[src/rtl/pl_adc_burst_stream_if.sv]
// Valid/ready sample stream with TLAST between the ADC burst front end and the stream packer.
// Member names keep the front end's port naming so both sides read the same signals.
interface pl_adc_burst_stream_if #(
  parameter int DATA_W = 12
);
  logic [DATA_W-1:0] o_Tdata;
  logic              o_Tvalid;
  logic              i_Tready;
  logic              o_Tlast;

  modport master (output o_Tdata, output o_Tvalid, output o_Tlast, input i_Tready);
  modport slave  (input o_Tdata, input o_Tvalid, input o_Tlast, output i_Tready);
endinterface

[src/rtl/pl_adc_burst_stream.sv]
// Burst-capture front end for the CMOS parallel ADC: decimates live data or a ramp into a
// small FIFO and delivers exactly i_Count beats on a valid/ready stream with TLAST.
module pl_adc_burst_stream #(
  parameter int DATA_W     = 12,
  parameter int COUNT_W    = 32,
  parameter int DECIM_W    = 8,
  parameter int FIFO_DEPTH = 16
) (
  input  logic                          i_CMOS_Clk,
  input  logic                          i_Rst_n,
  input  logic [DATA_W-1:0]             i_CMOS_Data,
  input  logic                          i_Mode,
  input  logic [DECIM_W-1:0]            i_Decim,
  input  logic [COUNT_W-1:0]            i_Count,
  input  logic                          i_ADC_Work,
  input  logic                          i_Done_Clean,
  pl_adc_burst_stream_if.master         m_stream,
  output logic                          o_ADC_Done,
  output logic                          o_Busy,
  output logic                          o_Overflow,
  output logic [$clog2(FIFO_DEPTH):0]   o_Fifo_Level
);

  localparam int PTR_W = $clog2(FIFO_DEPTH);
  localparam int LVL_W = PTR_W + 1;

  typedef enum logic [1:0] {
    S_IDLE    = 2'd0,
    S_CAPTURE = 2'd1,
    S_DRAIN   = 2'd2,
    S_DONE    = 2'd3
  } state_t;

  state_t              state_q, state_d;
  logic [COUNT_W-1:0]  count_q, count_d;
  logic                mode_q, mode_d;
  logic [DECIM_W-1:0]  decim_q, decim_d;
  logic [DECIM_W-1:0]  phase_q, phase_d;
  logic [DATA_W-1:0]   ramp_q, ramp_d;
  logic [COUNT_W-1:0]  delivered_q, delivered_d;
  logic                overflow_q, overflow_d;
  logic [DATA_W-1:0]   r_in_q, r_in_d;
  logic [PTR_W-1:0]    wr_ptr_q, wr_ptr_d;
  logic [PTR_W-1:0]    rd_ptr_q, rd_ptr_d;
  logic [LVL_W-1:0]    level_q, level_d;
  logic [DATA_W-1:0]   tdata_q, tdata_d;
  logic                tvalid_q, tvalid_d;
  logic                tlast_q, tlast_d;
  logic                done_q, done_d;
  logic                busy_q, busy_d;

  logic [DATA_W:0]     mem_q [FIFO_DEPTH];

  logic                full_s;
  logic                pop_s;
  logic                push_s;
  logic                push_last_s;
  logic [DATA_W-1:0]   push_data_s;
  logic [LVL_W-1:0]    remain_s;

  // Burst control: start latching, decimation phase, ramp, delivered count and overflow.
  always_comb begin
    state_d     = state_q;
    count_d     = count_q;
    mode_d      = mode_q;
    decim_d     = decim_q;
    phase_d     = phase_q;
    ramp_d      = ramp_q;
    delivered_d = delivered_q;
    overflow_d  = overflow_q;
    r_in_d      = i_CMOS_Data;
    push_s      = 1'b0;
    push_last_s = 1'b0;
    push_data_s = mode_q ? ramp_q : r_in_q;
    // Full is judged on the current occupancy, so a same-cycle pop cannot make room.
    full_s      = (level_q == LVL_W'(FIFO_DEPTH));
    pop_s       = tvalid_q & m_stream.i_Tready;

    case (state_q)
      S_IDLE: begin
        if (i_ADC_Work) begin
          count_d     = i_Count;
          mode_d      = i_Mode;
          decim_d     = i_Decim;
          phase_d     = '0;
          ramp_d      = '0;
          delivered_d = '0;
          overflow_d  = 1'b0;
          if (i_Count == '0) begin
            state_d = S_DONE;
          end else begin
            state_d = S_CAPTURE;
          end
        end else begin
          state_d = S_IDLE;
        end
      end
      S_CAPTURE: begin
        if (phase_q == decim_q) begin
          phase_d = '0;
        end else begin
          phase_d = phase_q + DECIM_W'(1);
        end
        if (phase_q == '0) begin
          ramp_d      = ramp_q + DATA_W'(1);
          push_last_s = ((delivered_q + COUNT_W'(1)) == count_q);
          if (!full_s) begin
            push_s      = 1'b1;
            delivered_d = delivered_q + COUNT_W'(1);
            if (push_last_s) begin
              state_d = S_DRAIN;
            end else begin
              state_d = S_CAPTURE;
            end
          end else begin
            overflow_d = 1'b1;
          end
        end else begin
          ramp_d = ramp_q;
        end
      end
      S_DRAIN: begin
        if (pop_s && tlast_q) begin
          state_d = S_DONE;
        end else begin
          state_d = S_DRAIN;
        end
      end
      S_DONE: begin
        if (i_Done_Clean) begin
          state_d = S_IDLE;
        end else begin
          state_d = S_DONE;
        end
      end
      default: begin
        state_d = S_IDLE;
      end
    endcase

    done_d = (state_d == S_DONE);
    busy_d = (state_d == S_CAPTURE) || (state_d == S_DRAIN);
  end

  // FIFO pointers, occupancy and the registered head presented on the stream.
  always_comb begin
    wr_ptr_d = wr_ptr_q + PTR_W'(push_s);
    rd_ptr_d = rd_ptr_q + PTR_W'(pop_s);
    level_d  = level_q + LVL_W'(push_s) - LVL_W'(pop_s);
    remain_s = level_q - LVL_W'(pop_s);
    // With nothing left behind the popped head, a fresh push becomes the head directly.
    if (remain_s == '0) begin
      tvalid_d = push_s;
      tdata_d  = push_s ? push_data_s : '0;
      tlast_d  = push_s & push_last_s;
    end else begin
      tvalid_d = 1'b1;
      tdata_d  = mem_q[rd_ptr_d][DATA_W-1:0];
      tlast_d  = mem_q[rd_ptr_d][DATA_W];
    end
  end

  // State and datapath registers.
  always_ff @(posedge i_CMOS_Clk or negedge i_Rst_n) begin
    if (!i_Rst_n) begin
      state_q     <= S_IDLE;
      count_q     <= '0;
      mode_q      <= 1'b0;
      decim_q     <= '0;
      phase_q     <= '0;
      ramp_q      <= '0;
      delivered_q <= '0;
      overflow_q  <= 1'b0;
      r_in_q      <= '0;
      wr_ptr_q    <= '0;
      rd_ptr_q    <= '0;
      level_q     <= '0;
      tdata_q     <= '0;
      tvalid_q    <= 1'b0;
      tlast_q     <= 1'b0;
      done_q      <= 1'b0;
      busy_q      <= 1'b0;
    end else begin
      state_q     <= state_d;
      count_q     <= count_d;
      mode_q      <= mode_d;
      decim_q     <= decim_d;
      phase_q     <= phase_d;
      ramp_q      <= ramp_d;
      delivered_q <= delivered_d;
      overflow_q  <= overflow_d;
      r_in_q      <= r_in_d;
      wr_ptr_q    <= wr_ptr_d;
      rd_ptr_q    <= rd_ptr_d;
      level_q     <= level_d;
      tdata_q     <= tdata_d;
      tvalid_q    <= tvalid_d;
      tlast_q     <= tlast_d;
      done_q      <= done_d;
      busy_q      <= busy_d;
    end
  end

  // Sample storage; contents are only meaningful between the pointers.
  always_ff @(posedge i_CMOS_Clk) begin
    if (push_s) begin
      mem_q[wr_ptr_q] <= {push_last_s, push_data_s};
    end
  end

  assign m_stream.o_Tdata  = tdata_q;
  assign m_stream.o_Tvalid = tvalid_q;
  assign m_stream.o_Tlast  = tlast_q;
  assign o_ADC_Done        = done_q;
  assign o_Busy            = busy_q;
  assign o_Overflow        = overflow_q;
  assign o_Fifo_Level      = level_q;

endmodule

[src/flat_wrapper.sv]
// flat-port wrapper written by rule: the top's interface ports become plain ports
module pl_adc_burst_stream_flat 
#(
  parameter int DATA_W     = 12,
  parameter int COUNT_W    = 32,
  parameter int DECIM_W    = 8,
  parameter int FIFO_DEPTH = 16
)
  (i_CMOS_Clk, i_Rst_n, i_CMOS_Data, i_Mode, i_Decim, i_Count, i_ADC_Work, i_Done_Clean, o_ADC_Done, o_Busy, o_Overflow, o_Fifo_Level, m_stream_o_Tdata, m_stream_o_Tvalid, m_stream_o_Tlast, m_stream_i_Tready);
  pl_adc_burst_stream_if #(.DATA_W(DATA_W)) m_stream_i ();
  input  logic i_CMOS_Clk;
  input  logic i_Rst_n;
  input  logic [DATA_W-1:0] i_CMOS_Data;
  input  logic i_Mode;
  input  logic [DECIM_W-1:0] i_Decim;
  input  logic [COUNT_W-1:0] i_Count;
  input  logic i_ADC_Work;
  input  logic i_Done_Clean;
  output logic o_ADC_Done;
  output logic o_Busy;
  output logic o_Overflow;
  output logic [$clog2(FIFO_DEPTH):0] o_Fifo_Level;
  output wire logic [$bits(m_stream_i.o_Tdata)-1:0] m_stream_o_Tdata;
  output wire logic [$bits(m_stream_i.o_Tvalid)-1:0] m_stream_o_Tvalid;
  output wire logic [$bits(m_stream_i.o_Tlast)-1:0] m_stream_o_Tlast;
  input wire logic [$bits(m_stream_i.i_Tready)-1:0] m_stream_i_Tready;
  assign m_stream_o_Tdata = m_stream_i.o_Tdata;
  assign m_stream_o_Tvalid = m_stream_i.o_Tvalid;
  assign m_stream_o_Tlast = m_stream_i.o_Tlast;
  assign m_stream_i.i_Tready = m_stream_i_Tready;
  pl_adc_burst_stream #(.DATA_W(DATA_W), .COUNT_W(COUNT_W), .DECIM_W(DECIM_W), .FIFO_DEPTH(FIFO_DEPTH)) u_core (.i_CMOS_Clk(i_CMOS_Clk), .i_Rst_n(i_Rst_n), .i_CMOS_Data(i_CMOS_Data), .i_Mode(i_Mode), .i_Decim(i_Decim), .i_Count(i_Count), .i_ADC_Work(i_ADC_Work), .i_Done_Clean(i_Done_Clean), .m_stream(m_stream_i), .o_ADC_Done(o_ADC_Done), .o_Busy(o_Busy), .o_Overflow(o_Overflow), .o_Fifo_Level(o_Fifo_Level));
endmodule
[config.mk]
export PLATFORM = sky130hd
export DESIGN_NAME = pl_adc_burst_stream_flat
export DESIGN_NICKNAME = d
export VERILOG_FILES = /design/src/rtl/pl_adc_burst_stream_if.sv /design/src/rtl/pl_adc_burst_stream.sv /design/src/flat_wrapper.sv
export SDC_FILE = /design/constraint.sdc
export NUM_CORES = 1
export LEC_CHECK = 0
export BUFFER_PORTS_ARGS = -buffer_cell sky130_fd_sc_hd__buf_2
export CAP_MARGIN = 20
export CORE_ASPECT_RATIO = 1.5
export CORE_MARGIN = 5
export CORE_UTILIZATION = 65
export CTS_BUF_LIST = sky130_fd_sc_hd__clkbuf_4 sky130_fd_sc_hd__clkbuf_8 sky130_fd_sc_hd__clkbuf_16
export DETAILED_ROUTE_END_ITERATION = 12
export PLACE_DENSITY = 0.95
export SLEW_MARGIN = 20
export SYNTH_ARGS = -nofsm -noshare
export SYNTH_HDL_FRONTEND = slang
export SYNTH_SLANG_ARGS = --single-unit
[constraint.sdc]
create_clock -name i_CMOS_Clk -period 6.21 [get_ports i_CMOS_Clk]
set_clock_uncertainty 0.05 [all_clocks]
set_input_delay 1.242 -clock i_CMOS_Clk [delete_from_list [all_inputs] [get_ports i_CMOS_Clk]]
set_output_delay 1.242 -clock i_CMOS_Clk [all_outputs]
set_load 0.005 [all_outputs]
## Yosys cells after proc, flatten, opt, wreduce, memory -nomap -nowiden

Memories as Yosys holds them, arrays and structs flattened.
Cells that the tools add are included.

- RAM bits: 208
- Memories kept: 1
- Bits in registers: 137
- Bits of input ports: 58
- Output and inout port bits: 22

Memory list:

| name | words | bits a word | rd ports | clocked after memory_dff | wr ports | RTL line | source |
|---|---|---|---|---|---|---|---|
| u_core.mem_q | 16 | 13 | 1 | 0 | 1 | pl_adc_burst_stream.sv:52 | `logic [DATA_W:0] mem_q [FIFO_DEPTH];` |

- Bitwise operators: 2
- Reductions and logical operators: 12
- Equality and inequality tests: 13
- Mux-type cells: 34
- Add/subtract/negate cells: 8

Operators by type and width:

| operator | number |
|---|---|
| 32-bit two-way mux | 3 |
| 32-bit one-hot mux with 2 select lines | 1 |
| 12-bit two-way mux | 5 |
| 32-bit by 1-bit adder with 32-bit output, second input constant | 1 |
| 32-bit == test | 1 |
| 32-bit zero test | 1 |
| 12-bit one-hot mux with 2 select lines | 1 |
| 8-bit two-way mux | 2 |
| 8-bit one-hot mux with 2 select lines | 1 |
| 1-bit two-way mux | 13 |
| 12-bit by 1-bit adder with 12-bit output, second input constant | 1 |
| 2-bit two-way mux | 6 |
| 5-bit by 1-bit subtractor with 5-bit output | 2 |
| 4-bit by 1-bit adder with 4-bit output | 2 |
| 8-bit by 1-bit adder with 8-bit output, second input constant | 1 |
| 2-bit == test, second input constant | 4 |
| 8-bit == test | 1 |
| 8-bit zero test | 1 |
| 2-bit one-hot mux with 4 select lines | 1 |
| 4-bit AND reduction | 2 |
| 5-bit by 1-bit adder with 5-bit output | 1 |
| 5-bit == test, second input constant | 1 |
| 5-bit zero test | 1 |
| 2-bit by 1-bit == test with 1-bit output, second input constant | 2 |
| other kinds (10) | 14 |

## Depth between registers and ports, before layout

Gate-level depths: netlist (run 1).

- Depth in word-level cells: 8
- Mapped depth: 18

## Worst setup path after synthesis (run 1)

OpenSTA, ideal clock, no wires.

- Kind: in2reg
- Start point: input m_stream_i_Tready
- End point: register u_core.tlast_q, in the netlist u_core.m_stream.o_Tlast
- Cell stages on the path: 8
- Arrival time: 3.618 ns
- Slack: 2.418 ns
- Library setup time: 0.125 ns
- Data required time: 6.035 ns
- Cells stage by stage: and2_1 ha_1 clkbuf_1 buf_1 mux4_2 mux4_2 nand2_1 o31ai_2

- Word-level cells in the longest chain between the ends: 4

RTL lines:

| element | RTL line | source |
|---|---|---|
| start, declared | flat_wrapper.sv:26 | `input wire logic [$bits(m_stream_i.i_Tready)-1:0] m_stream_i_Tready;` |
| 1-bit bitwise AND | pl_adc_burst_stream.sv:77 | `pop_s = tvalid_q & m_stream.i_Tready;` |
| 4-bit by 1-bit adder with 4-bit output | pl_adc_burst_stream.sv:148 | `rd_ptr_d = rd_ptr_q + PTR_W'(pop_s);` |
| named net u_core.rd_ptr_d[0] | pl_adc_burst_stream.sv:44 | `logic [PTR_W-1:0] rd_ptr_q, rd_ptr_d;` |
| memory read 16 x 13 bit | n/a |  |
| 1-bit two-way mux | pl_adc_burst_stream.sv:152 | `if (remain_s == '0) begin` |
| named net u_core.tlast_d | pl_adc_burst_stream.sv:48 | `logic tlast_q, tlast_d;` |
| end signal, assigned | pl_adc_burst_stream.sv:198 | `tlast_q <= tlast_d;` |
| end, declared | pl_adc_burst_stream.sv:48 |  |

The timed path passes the listed nets, and every way through them passes these cells.
A chain may end at the register's enable or synchronous reset.

## Worst setup path after layout (run 1)

- Start point: register u_core.phase_q[0]
- End point: memory u_core.mem_q[11][5] (netlist name) (enable)

- Word-level cells in the longest chain between the ends: 5

RTL lines:

| element | RTL line | source |
|---|---|---|
| start, declared | pl_adc_burst_stream.sv:38 | `logic [DECIM_W-1:0] phase_q, phase_d;` |
| start signal, assigned | pl_adc_burst_stream.sv:188 | `phase_q <= phase_d;` |
| 8-bit zero test | pl_adc_burst_stream.sv:104 | `if (phase_q == '0) begin` |
| 1-bit two-way mux | pl_adc_burst_stream.sv:104 |  |
| 1-bit two-way mux | pl_adc_burst_stream.sv:79 | `case (state_q)` |
| 1-bit two-way mux | pl_adc_burst_stream.sv:206 | `if (push_s) begin` |
| 1-bit two-way mux (not written as such) | pl_adc_burst_stream.sv:207 | `mem_q[wr_ptr_q] <= {push_last_s, push_data_s};` |
| end, declared | pl_adc_burst_stream.sv:52 |  |

Every way passes these cells.

==> results.toml, run 1 <==
[status]
status = "finished clean"

[logic_synthesis]
synth_edf_count = 208
async_flop_share_pct = 39.7
netlist_area_mm2 = 0.0153
yosysTopAreaCell = "edfxtp_1"
netlist_instances = 1151
yosysSeqAreaShare_pct = 63.1
syn_avg_cell_area_um2 = 13.3
ys_seq_elements = 345
synth_warnings = 0
synth_cell_types = 71
syn_nets = 1227
synth.area.top_cells = "edfxtp_1, dfrtp_1, mux4_2, nand2_1, o21ai_0"
synth-main-ff-cell = "edfxtp_1"
synth_top_cell_area_share_pct = 40.7

[route]
detail_route.iter0.violations = 1493
drt_pass1_iterations = 6
routed_wirelength_um = 40400
via_per_inst = 6.68
route.detailed.wl_per_inst_um = 25.8
drc = 0
vias = 10400
postRouteAntennaNets = 0

[pwr]
p_comb_share_pct = 35.2
sequentialPowerShare_pct = 41.0
p_leak_nw = 6.47
switching_share_pct = 35.0
p_per_area_mw_per_mm2 = 467
power_mw = 8.00
vdd_drop_max_mv = 0.350
p_switching_mw = 2.80
p_int_mw = 5.20
power_frac_clock_pct = 23.8

[placement]
post-place-cells = 1505
gp_congestion = 0.962
placed_cell_area_mm2 = 0.0161
post-dp-hpwl_um = 25500
port-buffer-count = 79
place_ws_ps = 1960

[finish]
multi_input_area_mm2 = 0.00539
final_cell_mix = "edfxtp_1, nand2_1, dfrtp_1"
final_area_mm2 = 0.0171
drive_gt1_share_pct = 21.1
final_core_util_pct = 72.9
register_area_mm2 = 0.00967
instances_no_fill = 1563
mostFrequentLayoutCell = "edfxtp_1"
fillerInstances = 1371
antenna-diode-count = 0
area_growth_pct = 11.7
nNetsFinal = 1296

[sta]
finalMaxSlewViolations = 0
worstMarginPinSlew_ps = 1120
finalSetupViolCount = 0
worst_slack_ps = 1810
fin_crit_sh_pct = 70.9
hold_violations = 0
fin_crit_ps = 4400
fmax_mhz = 227
relSlewSlack_pct = 25.3
rsz0062_at_grt = "false"
fin_hold_ws_ps = 457
setup_tns_ps = 0

[critical_path]
path_max_fanout = 44
critPathCaptureType = "flop"
crit_family = "simple AND/OR/NAND/NOR gates"
crit_type = "reg -> reg"
slowest_stage = "nor2_1"
path_buf_inv = 4
start_kind = "flop"
cp_data_arrival_time_ps = 4590
crit_required_ps = 6400
cpPeakStageDelay_ps = 610
r2r_slack_ps = 1810
path_cells = "inv_1, ha_1, or4b_2, nor4_2, and2_1, nand2_1, buf_4, inv_1, nand3b_1, nor2_1, buf_4"

[cts]
htreeDepth = 1
cts_root_buf = "clkbuf_16"
cts_buffers = 31
clockBufferDepth = 3
cts.sink_count = 345
clkTransAtPathRegs_ps = 70
cts_tree = "built"
postCtsSetupRepairBufs = 0
ctsHoldBuffers = 0
clock_latency_ps = 560
cts_resized = 0

[grt]
grt_overflow_total = 0
grt_max_degree = 75
antenna_found_initial = 0
grt_util_all_layers_pct = 30.7
grt_pass1_vias = 10600
grt_pass1_wl_um = 62000

[floorplan]
die_w_um = 135
dieArea_mm2 = 0.0268
row_count = 69
dieHeight_um = 198
initial_core_util_pct = 65.3
fp.coreArea_mm2 = 0.0235
ios = 80

[hold_path]
min-delay-path-class = "reg -> reg"

[run]
maxCapViolCount = 0
==> registers in the layout, summed over array words and instances, names as in the netlist <==
signal / count
u_core.state_q: 2
u_core.wr_ptr_q: 4
u_core.r_in_q: 12
u_core.o_Busy: 1
u_core.ramp_q: 12
u_core.phase_q: 8
u_core.rd_ptr_q: 4
u_core.delivered_q: 32
u_core.m_stream.o_Tlast: 1
u_core.m_stream.o_Tvalid: 1
u_core.decim_q: 8
u_core.count_q: 32
u_core.mode_q: 1
u_core.o_Fifo_Level: 5
u_core.m_stream.o_Tdata: 12
u_core.o_Overflow: 1
u_core.mem_q: 208
u_core.o_ADC_Done: 1
==> cell families after synthesis <==
family          count (synthesis)  share of synthesized area, %
simple gates                  410                          13.0
flops                         345                          63.1
compound gates                155                          6.06
buf+inv                        84                          2.32
mux                            79                          10.6
xor+xnor                       60                          3.52
fa+ha+maj                      18                          1.52
==> cell type report <==
| type | instances | share of cell area, % |
|---|---|---|
| clock buffer | 34 | 4.73 |
| timing repair buffer | 100 | 3.38 |
| inverter | 20 | 0.438 |
| multi-input combinational | 722 | 31.5 |
| sequential | 345 | 56.5 |
| clock inverter | 23 | 1.15 |
| tap | 319 | 2.33 |
==> power by group through the flow <==
stage | sequential (mW) | combinational, mW | clock (mW)
CTS | 3.26 | 2.77 | 1.91
global route | 3.30 | 3.04 | 2.01
floorplan | 3.14 | 2.02 | 0
detailed placement | 3.29 | 2.71 | 0
finish | 3.28 | 2.82 | 1.90
global placement | 3.27 | 2.55 | 0
==> worst reg2reg max path, delay by kind of cell (launching register included) <==
kind,cells,cell delay [ps]
fa+ha+maj,1,160
buf+inv,4,1120
flops,1,450
simple gates,6,2310
==> metal layers <==
| metal | part of all wire (%) | track usage (%) | wire (µm) |
|---|---|---|---|
| met4 | 6.5 | 15.6 | 2630 |
| met3 | 8.3 | 4.55 | 3350 |
| met1 | 33 | 36.9 | 13300 |
| met2 | 52 | 53.9 | 21100 |
| met5 | 0 | 0 | 0 |
==> cell usage after synthesis, drive strengths merged (3+ instances only) <==
library cell  instances
edfxtp              208
nand2               199
dfrtp               137
o21ai                78
mux4                 65
nor2                 59
clkbuf               43
xnor2                34
nand3                29
a21oi                25
xor2                 25
nand4                24
buf                  21
inv                  20
nor4                 19
ha                   17
and3                 14
nor3                 14
mux2                 13
nand2b               12
or3                  12
a31oi                 9
o31ai                 9
o41ai                 8
and2                  5
o211ai                5
or4                   5
a21boi                3
a21o                  3
and4                  3
nand3b                3
nand4b                3
==> path summary, 6_finish.rpt <==
kind,from,endpoint,cells past startpoint
worst max-delay path,u_core.phase_q[0]$_DFFE_PN0P_,u_core.mem_q[11][5]$_DFFE_PP_,11
worst max register to register,u_core.phase_q[0]$_DFFE_PN0P_,u_core.mem_q[11][5]$_DFFE_PP_,11
max in group asynchronous,i_Rst_n,u_core.m_stream.o_Tdata[11]$_DFF_PN0_,2
worst min-delay path,u_core.decim_q[7]$_DFFE_PN0P_,u_core.decim_q[7]$_DFFE_PN0P_,2
min in group asynchronous,i_Rst_n,u_core.count_q[2]$_DFFE_PN0P_,1
worst min register to register,u_core.decim_q[7]$_DFFE_PN0P_,u_core.decim_q[7]$_DFFE_PN0P_,2
Power figures use the tool's default switching activity.
==> run 2: changes to the inputs <==
--- a/config.mk
+++ b/config.mk
@@ -9,10 +9,10 @@
 export CAP_MARGIN = 20
 export CORE_ASPECT_RATIO = 1.5
 export CORE_MARGIN = 5
-export CORE_UTILIZATION = 65
+export CORE_UTILIZATION = 61
 export CTS_BUF_LIST = sky130_fd_sc_hd__clkbuf_4 sky130_fd_sc_hd__clkbuf_8 sky130_fd_sc_hd__clkbuf_16
 export DETAILED_ROUTE_END_ITERATION = 12
-export PLACE_DENSITY = 0.95
+export PLACE_DENSITY = 0.9
 export SLEW_MARGIN = 20
 export SYNTH_ARGS = -nofsm -noshare
 export SYNTH_HDL_FRONTEND = slang
==> constraint.sdc (replaced) <==
create_clock -name i_CMOS_Clk -period 4.5 [get_ports i_CMOS_Clk]
set_clock_uncertainty 0.05 [all_clocks]
set_input_delay 0.9 -clock i_CMOS_Clk [delete_from_list [all_inputs] [get_ports i_CMOS_Clk]]
set_output_delay 0.9 -clock i_CMOS_Clk [all_outputs]
set_load 0.005 [all_outputs]
==> run 2 against run 1 <==
  * Clock power increased by 47%
  * Largest power group unchanged
  * Total power up 40%
  * Register-to-register slack worse by 1400 ps
  * Global-route usage is 3.8 points lower
  * Utilization decreased by 3.4 points
  * Worst setup slack worse by 1400 ps
  * Die area increased by 6.1%
  * Highest routed layer unchanged
  * Combinational power is 39% higher
  * Non-clock buffer count up 24
==> results.toml, run 2 (same netlist as run 1, synthesis figures left out) <==
[critical_path]
crit_required_ps = 4910
start_kind = "flop"
reg2regPathDepth = 10
cp_num_cells = 10
cp_common_cell = "ha_1"
critPathCaptureType = "flop"
crit_family = "simple AND/OR/NAND/NOR gates"
path_buf_inv = 0
crit_type = "reg -> reg"
r2r_slack_ps = 410
cp_data_arrival_time_ps = 4500
cpPeakStageDelay_ps = 570
path_cells = "ha_1, nand3_1, nor2_1, xnor2_1, nor4_1, o2111ai_1, a2111oi_2, a21boi_0, a2bb2oi_1, ha_1"
path_max_fanout = 11
slowest_stage = "nor2_1"

[sta]
finalMaxSlewViolations = 0
fin_crit_ps = 4090
hold_violations = 0
fin_crit_sh_pct = 90.8
relSlewSlack_pct = 42.4
setup_tns_ps = 0
fmax_mhz = 245
worstMarginPinSlew_ps = 864
finalSetupViolCount = 0
fin_hold_ws_ps = 299
rsz0062_at_grt = "false"

[floorplan]
die_w_um = 139
initial_core_util_pct = 61.5
row_count = 71
dieArea_mm2 = 0.0285
ios = 80
dieHeight_um = 204
fp.coreArea_mm2 = 0.0250

[grt]
grt_max_degree = 77
met1_usage_pct = 32.4
use_met2_pct = 47.2
grt_pass1_vias = 10400
grt_util_all_layers_pct = 26.9
antenna_found_initial = 1
grt_pass1_wl_um = 59200
top_usage_layer = "met2"
gr-usage-met3_pct = 4.14
grt_overflow_total = 0

[finish]
nNetsFinal = 1319
final_core_util_pct = 69.6
regMostFlops = "u_core.mem_q"
reg_top3 = "u_core.mem_q: 208 flops, u_core.count_q: 32 flops, u_core.delivered_q: 32 flops"
drive_gt1_share_pct = 22.4
final_cell_mix = "edfxtp_1, nand2_1, dfrtp_1"
largest_reg_flops = 208
mostFrequentLayoutCell = "edfxtp_1"
area_growth_pct = 13.2

[pwr]
p_per_area_mw_per_mm2 = 647
p_leak_nw = 6.63
p_int_mw = 7.42
vdd_drop_max_mv = 0.372
p_comb_share_pct = 34.9
power_frac_clock_pct = 24.9
p_switching_mw = 3.81
switching_share_pct = 33.9
power_mw = 11.2
sequentialPowerShare_pct = 40.1

[route]
route.detailed.wl_per_inst_um = 23.8
detail_route.iter0.violations = 1115
routed_wirelength_um = 38000
drt_pass1_iterations = 6
drc = 0
postRouteAntennaNets = 0
via_per_inst = 6.39
vias = 10200

[cts]
clkTransAtPathRegs_ps = 70
clock_latency_ps = 580
htreeDepth = 1
cts.sink_count = 345
cts_tree = "built"
cts_resized = 0
ctsHoldBuffers = 0
postCtsSetupRepairBufs = 0
cts_root_buf = "clkbuf_16"
cts_buffers = 30
clockBufferDepth = 3

[status]
status = "finished clean"

[placement]
gp_congestion = 0.913
post-dp-hpwl_um = 25300
port-buffer-count = 79

[hold_path]
min-delay-path-class = "in -> async"

[run]
maxCapViolCount = 0
run 2: power by group through the flow:
stage	logic, mW	registers [mW]	clock network, mW
after global routing	4.27	4.54	2.98
after global placement	3.65	4.51	0
after floorplan	2.79	4.34	0
after detailed placement	3.83	4.52	0
after CTS	3.92	4.48	2.83
final	3.92	4.51	2.80
run 2: layout make-up:
class | count | area [µm²]
repair buffers | 124 | 762
multi-input cells | 722 | 5360
inverters | 20 | 75.1
fillers | 1538 | 7600
clock inverters | 15 | 210
flip-flops and latches | 345 | 9670
clock buffers | 41 | 870
well taps | 328 | 410
diodes | 1 | 2.50
run 2: metal layers:
layer  vias to the layer above  share of wire, %
met4                         0               5.0
met1                      5121                35
met5                         -                 0
met2                       500                53
li1                       4454                 -
met3                       125               6.9
run 2: path summary, 6_finish.rpt:
kind                                                     end                              start
min                        u_core.delivered_q[2]$_DFFE_PN0P_                            i_Rst_n
min reg2reg                    u_core.decim_q[4]$_DFFE_PN0P_      u_core.decim_q[4]$_DFFE_PN0P_
max                                  u_core.o_Busy$_DFF_PN0_  u_core.delivered_q[0]$_DFFE_PN0P_
max in group asynchronous   u_core.o_Fifo_Level[3]$_DFF_PN0_                            i_Rst_n
min in group i_CMOS_Clk           u_core.r_in_q[5]$_DFF_PN0_                     i_CMOS_Data[5]
max reg2reg                          u_core.o_Busy$_DFF_PN0_  u_core.delivered_q[0]$_DFFE_PN0P_
run 2: stage by stage:
| step | instances | cell area [µm²] | setup slack [ps] |
|---|---|---|---|
| floorplan | 1151 | 15300 | 839 |
| global placement | 1538 | 16300 | 581 |
| detailed placement | 1538 | 16300 | 509 |
| CTS | 1594 | 17400 | 484 |
| global route | 1596 | 17400 | 204 |
| finish | 1596 | 17400 | 414 |
==> run 3: changes to the inputs <==
--- a/config.mk
+++ b/config.mk
@@ -12,7 +12,7 @@
 export CORE_UTILIZATION = 61
 export CTS_BUF_LIST = sky130_fd_sc_hd__clkbuf_4 sky130_fd_sc_hd__clkbuf_8 sky130_fd_sc_hd__clkbuf_16
 export DETAILED_ROUTE_END_ITERATION = 12
-export PLACE_DENSITY = 0.9
+export PLACE_DENSITY = 0.84
 export SLEW_MARGIN = 20
 export SYNTH_ARGS = -nofsm -noshare
 export SYNTH_HDL_FRONTEND = slang
==> run 3 against run 2 <==
  * Sequential power is essentially flat
  * Cell count down 0.19%
  * Hold slack gained 49 ps
  * Via count fell by 1.7%
  * Largest cell class unchanged
  * Critical path type unchanged
  * Utilization about the same
  * Combinational power shrank 3%
  * Worst setup slack worse by 71 ps
==> results.toml, run 3 (same netlist as run 1, synthesis figures left out) <==
[pwr]
power_frac_clock_pct = 25.4
p_leak_nw = 6.59
p_switching_mw = 3.73
power_mw = 11.1
p_comb_share_pct = 34.3
p_per_area_mw_per_mm2 = 641
p_int_mw = 7.39
sequentialPowerShare_pct = 40.3
switching_share_pct = 33.5
vdd_drop_max_mv = 0.452

[placement]
port-buffer-count = 79
post-dp-hpwl_um = 24200
gp_congestion = 0.879

[cts]
clkTransAtPathRegs_ps = 80
clockBufferDepth = 3
htreeDepth = 1
cts.sink_count = 345
cts_tree = "built"
cts_root_buf = "clkbuf_16"
clock_latency_ps = 560
cts_buffers = 31

[route]
detail_route.iter0.violations = 1050
via_per_inst = 6.29
drt_pass1_iterations = 7
postRouteAntennaNets = 0
vias = 10000
routed_wirelength_um = 36700
drc = 0
route.detailed.wl_per_inst_um = 23.1

[critical_path]
crit_type = "reg -> reg"
crit_required_ps = 4900
path_max_fanout = 11
r2r_start = "u_core.delivered_q[0]$_DFFE_PN0P_"
reg2regPathDepth = 10
critPathCaptureType = "flop"
crit_end = "u_core.o_Busy$_DFF_PN0_"
crit_start = "u_core.delivered_q[0]$_DFFE_PN0P_"
r2r_slack_ps = 340
cp_data_arrival_time_ps = 4550
start_kind = "flop"
r2r_end = "u_core.o_Busy$_DFF_PN0_"

[finish]
nNetsFinal = 1317
largest_reg_flops = 208
register_area_mm2 = 0.00967
reg_top3 = "u_core.mem_q: 208 flops, u_core.count_q: 32 flops, u_core.delivered_q: 32 flops"
area_growth_pct = 13.2
drive_gt1_share_pct = 22.4
fillerInstances = 1629
final_cell_mix = "edfxtp_1, nand2_1, dfrtp_1"
mostFrequentLayoutCell = "edfxtp_1"
regMostFlops = "u_core.mem_q"
multi_input_area_mm2 = 0.00536
antenna-diode-count = 0

[sta]
rsz0062_at_grt = "false"
hold_violations = 0
fin_crit_sh_pct = 92.4
finalMaxSlewViolations = 0
fin_crit_ps = 4160
relSlewSlack_pct = 38.8
fmax_mhz = 241
worstMarginPinSlew_ps = 914
setup_tns_ps = 0
finalSetupViolCount = 0

[grt]
grt_pass1_wl_um = 57300
grt_max_degree = 86
grt_overflow_total = 0
grt_util_all_layers_pct = 26.1
grt_pass1_vias = 10400
antenna_found_initial = 0

[floorplan]
row_count = 71
initial_core_util_pct = 61.5
die_w_um = 139
dieHeight_um = 204
fp.coreArea_mm2 = 0.0250
dieArea_mm2 = 0.0285
ios = 80

[hold_path]
min-delay-path-class = "in -> async"

[run]
maxCapViolCount = 0

[status]
status = "finished clean"
==> run 3: changes by cell type in the layout (fill, tap and decap cells not counted), sizes merged <==
cell	change
diode	-1
bufinv	+1
inv	+2
buf	-2
clkinvlp	+7
clkbuf	-10
==> run 3: critical path: stages, from the launching register on <==
cell and delay, ps:
dfrtp_1 470, ha_1 330, nand3_1 390, nor2_2 460, xnor2_1 140, nor4_1 640
o2111ai_1 380, a2111oi_2 520, a21boi_0 170, a2bb2oi_1 190, ha_1 300
==> run 3: metrics by stage <==
step	instances	utilization [%]	instance area, µm²	hold WS, ps	worst slack (ps)
3_3_place_gp	1536	65.1	16300	429	321
4_1_cts	1593	69.5	17400	371	242
2_1_floorplan	1151	-	15300	415	839
6_report	1593	69.5	17400	348	344
3_5_place_dp	1536	65.1	16300	434	270
5_1_grt	1593	69.5	17400	374	139
==> run 3: worst min path at each step <==
| stage | end | slack, ps | cells after the start |
|---|---|---|---|
| floorplan | u_core.count_q[12]$_DFFE_PN0P_ | 420 | 2 |
| global placement | u_core.count_q[21]$_DFFE_PN0P_ | 430 | 2 |
| detailed placement | u_core.count_q[31]$_DFFE_PN0P_ | 430 | 2 |
| CTS | u_core.r_in_q[4]$_DFF_PN0_ | 370 | 1 |
| global route | u_core.r_in_q[4]$_DFF_PN0_ | 370 | 1 |
| finish | u_core.count_q[0]$_DFFE_PN0P_ | 350 | 1 |
==> run 3: repair_timing <==
action | CTS | global route
hold buffers | 0 | 0
setup endpoints to repair | 0 | 1
setup buffers | 0 | 0
gates resized for setup | 0 | 1
==> run 3: area by class of cell <==
| cell class | count | area share (%) |
|---|---|---|
| Multi-Input combinational cell | 722 | 30.9 |
| Clock inverter | 25 | 1.80 |
| Tap cell | 328 | 2.36 |
| Sequential cell | 345 | 55.7 |
| Inverter | 20 | 0.432 |
| Clock buffer | 32 | 4.51 |
| Timing Repair Buffer | 121 | 4.27 |
==> run 3: power groups by stage <==
stage,sequential [mW],combinational (mW),clock (mW)
after floorplan,4.34,2.79,0
after global placement,4.51,3.60,0
after detailed placement,4.52,3.75,0
after CTS,4.48,3.81,2.86
after global routing,4.53,4.15,2.99
final,4.49,3.81,2.82
==> run 3: routing by layer <==
metal	wire (µm)	global-route usage, %
met5	0	0
met4	1830	12.3
met3	2400	3.04
met2	19800	47.5
met1	12700	30.8
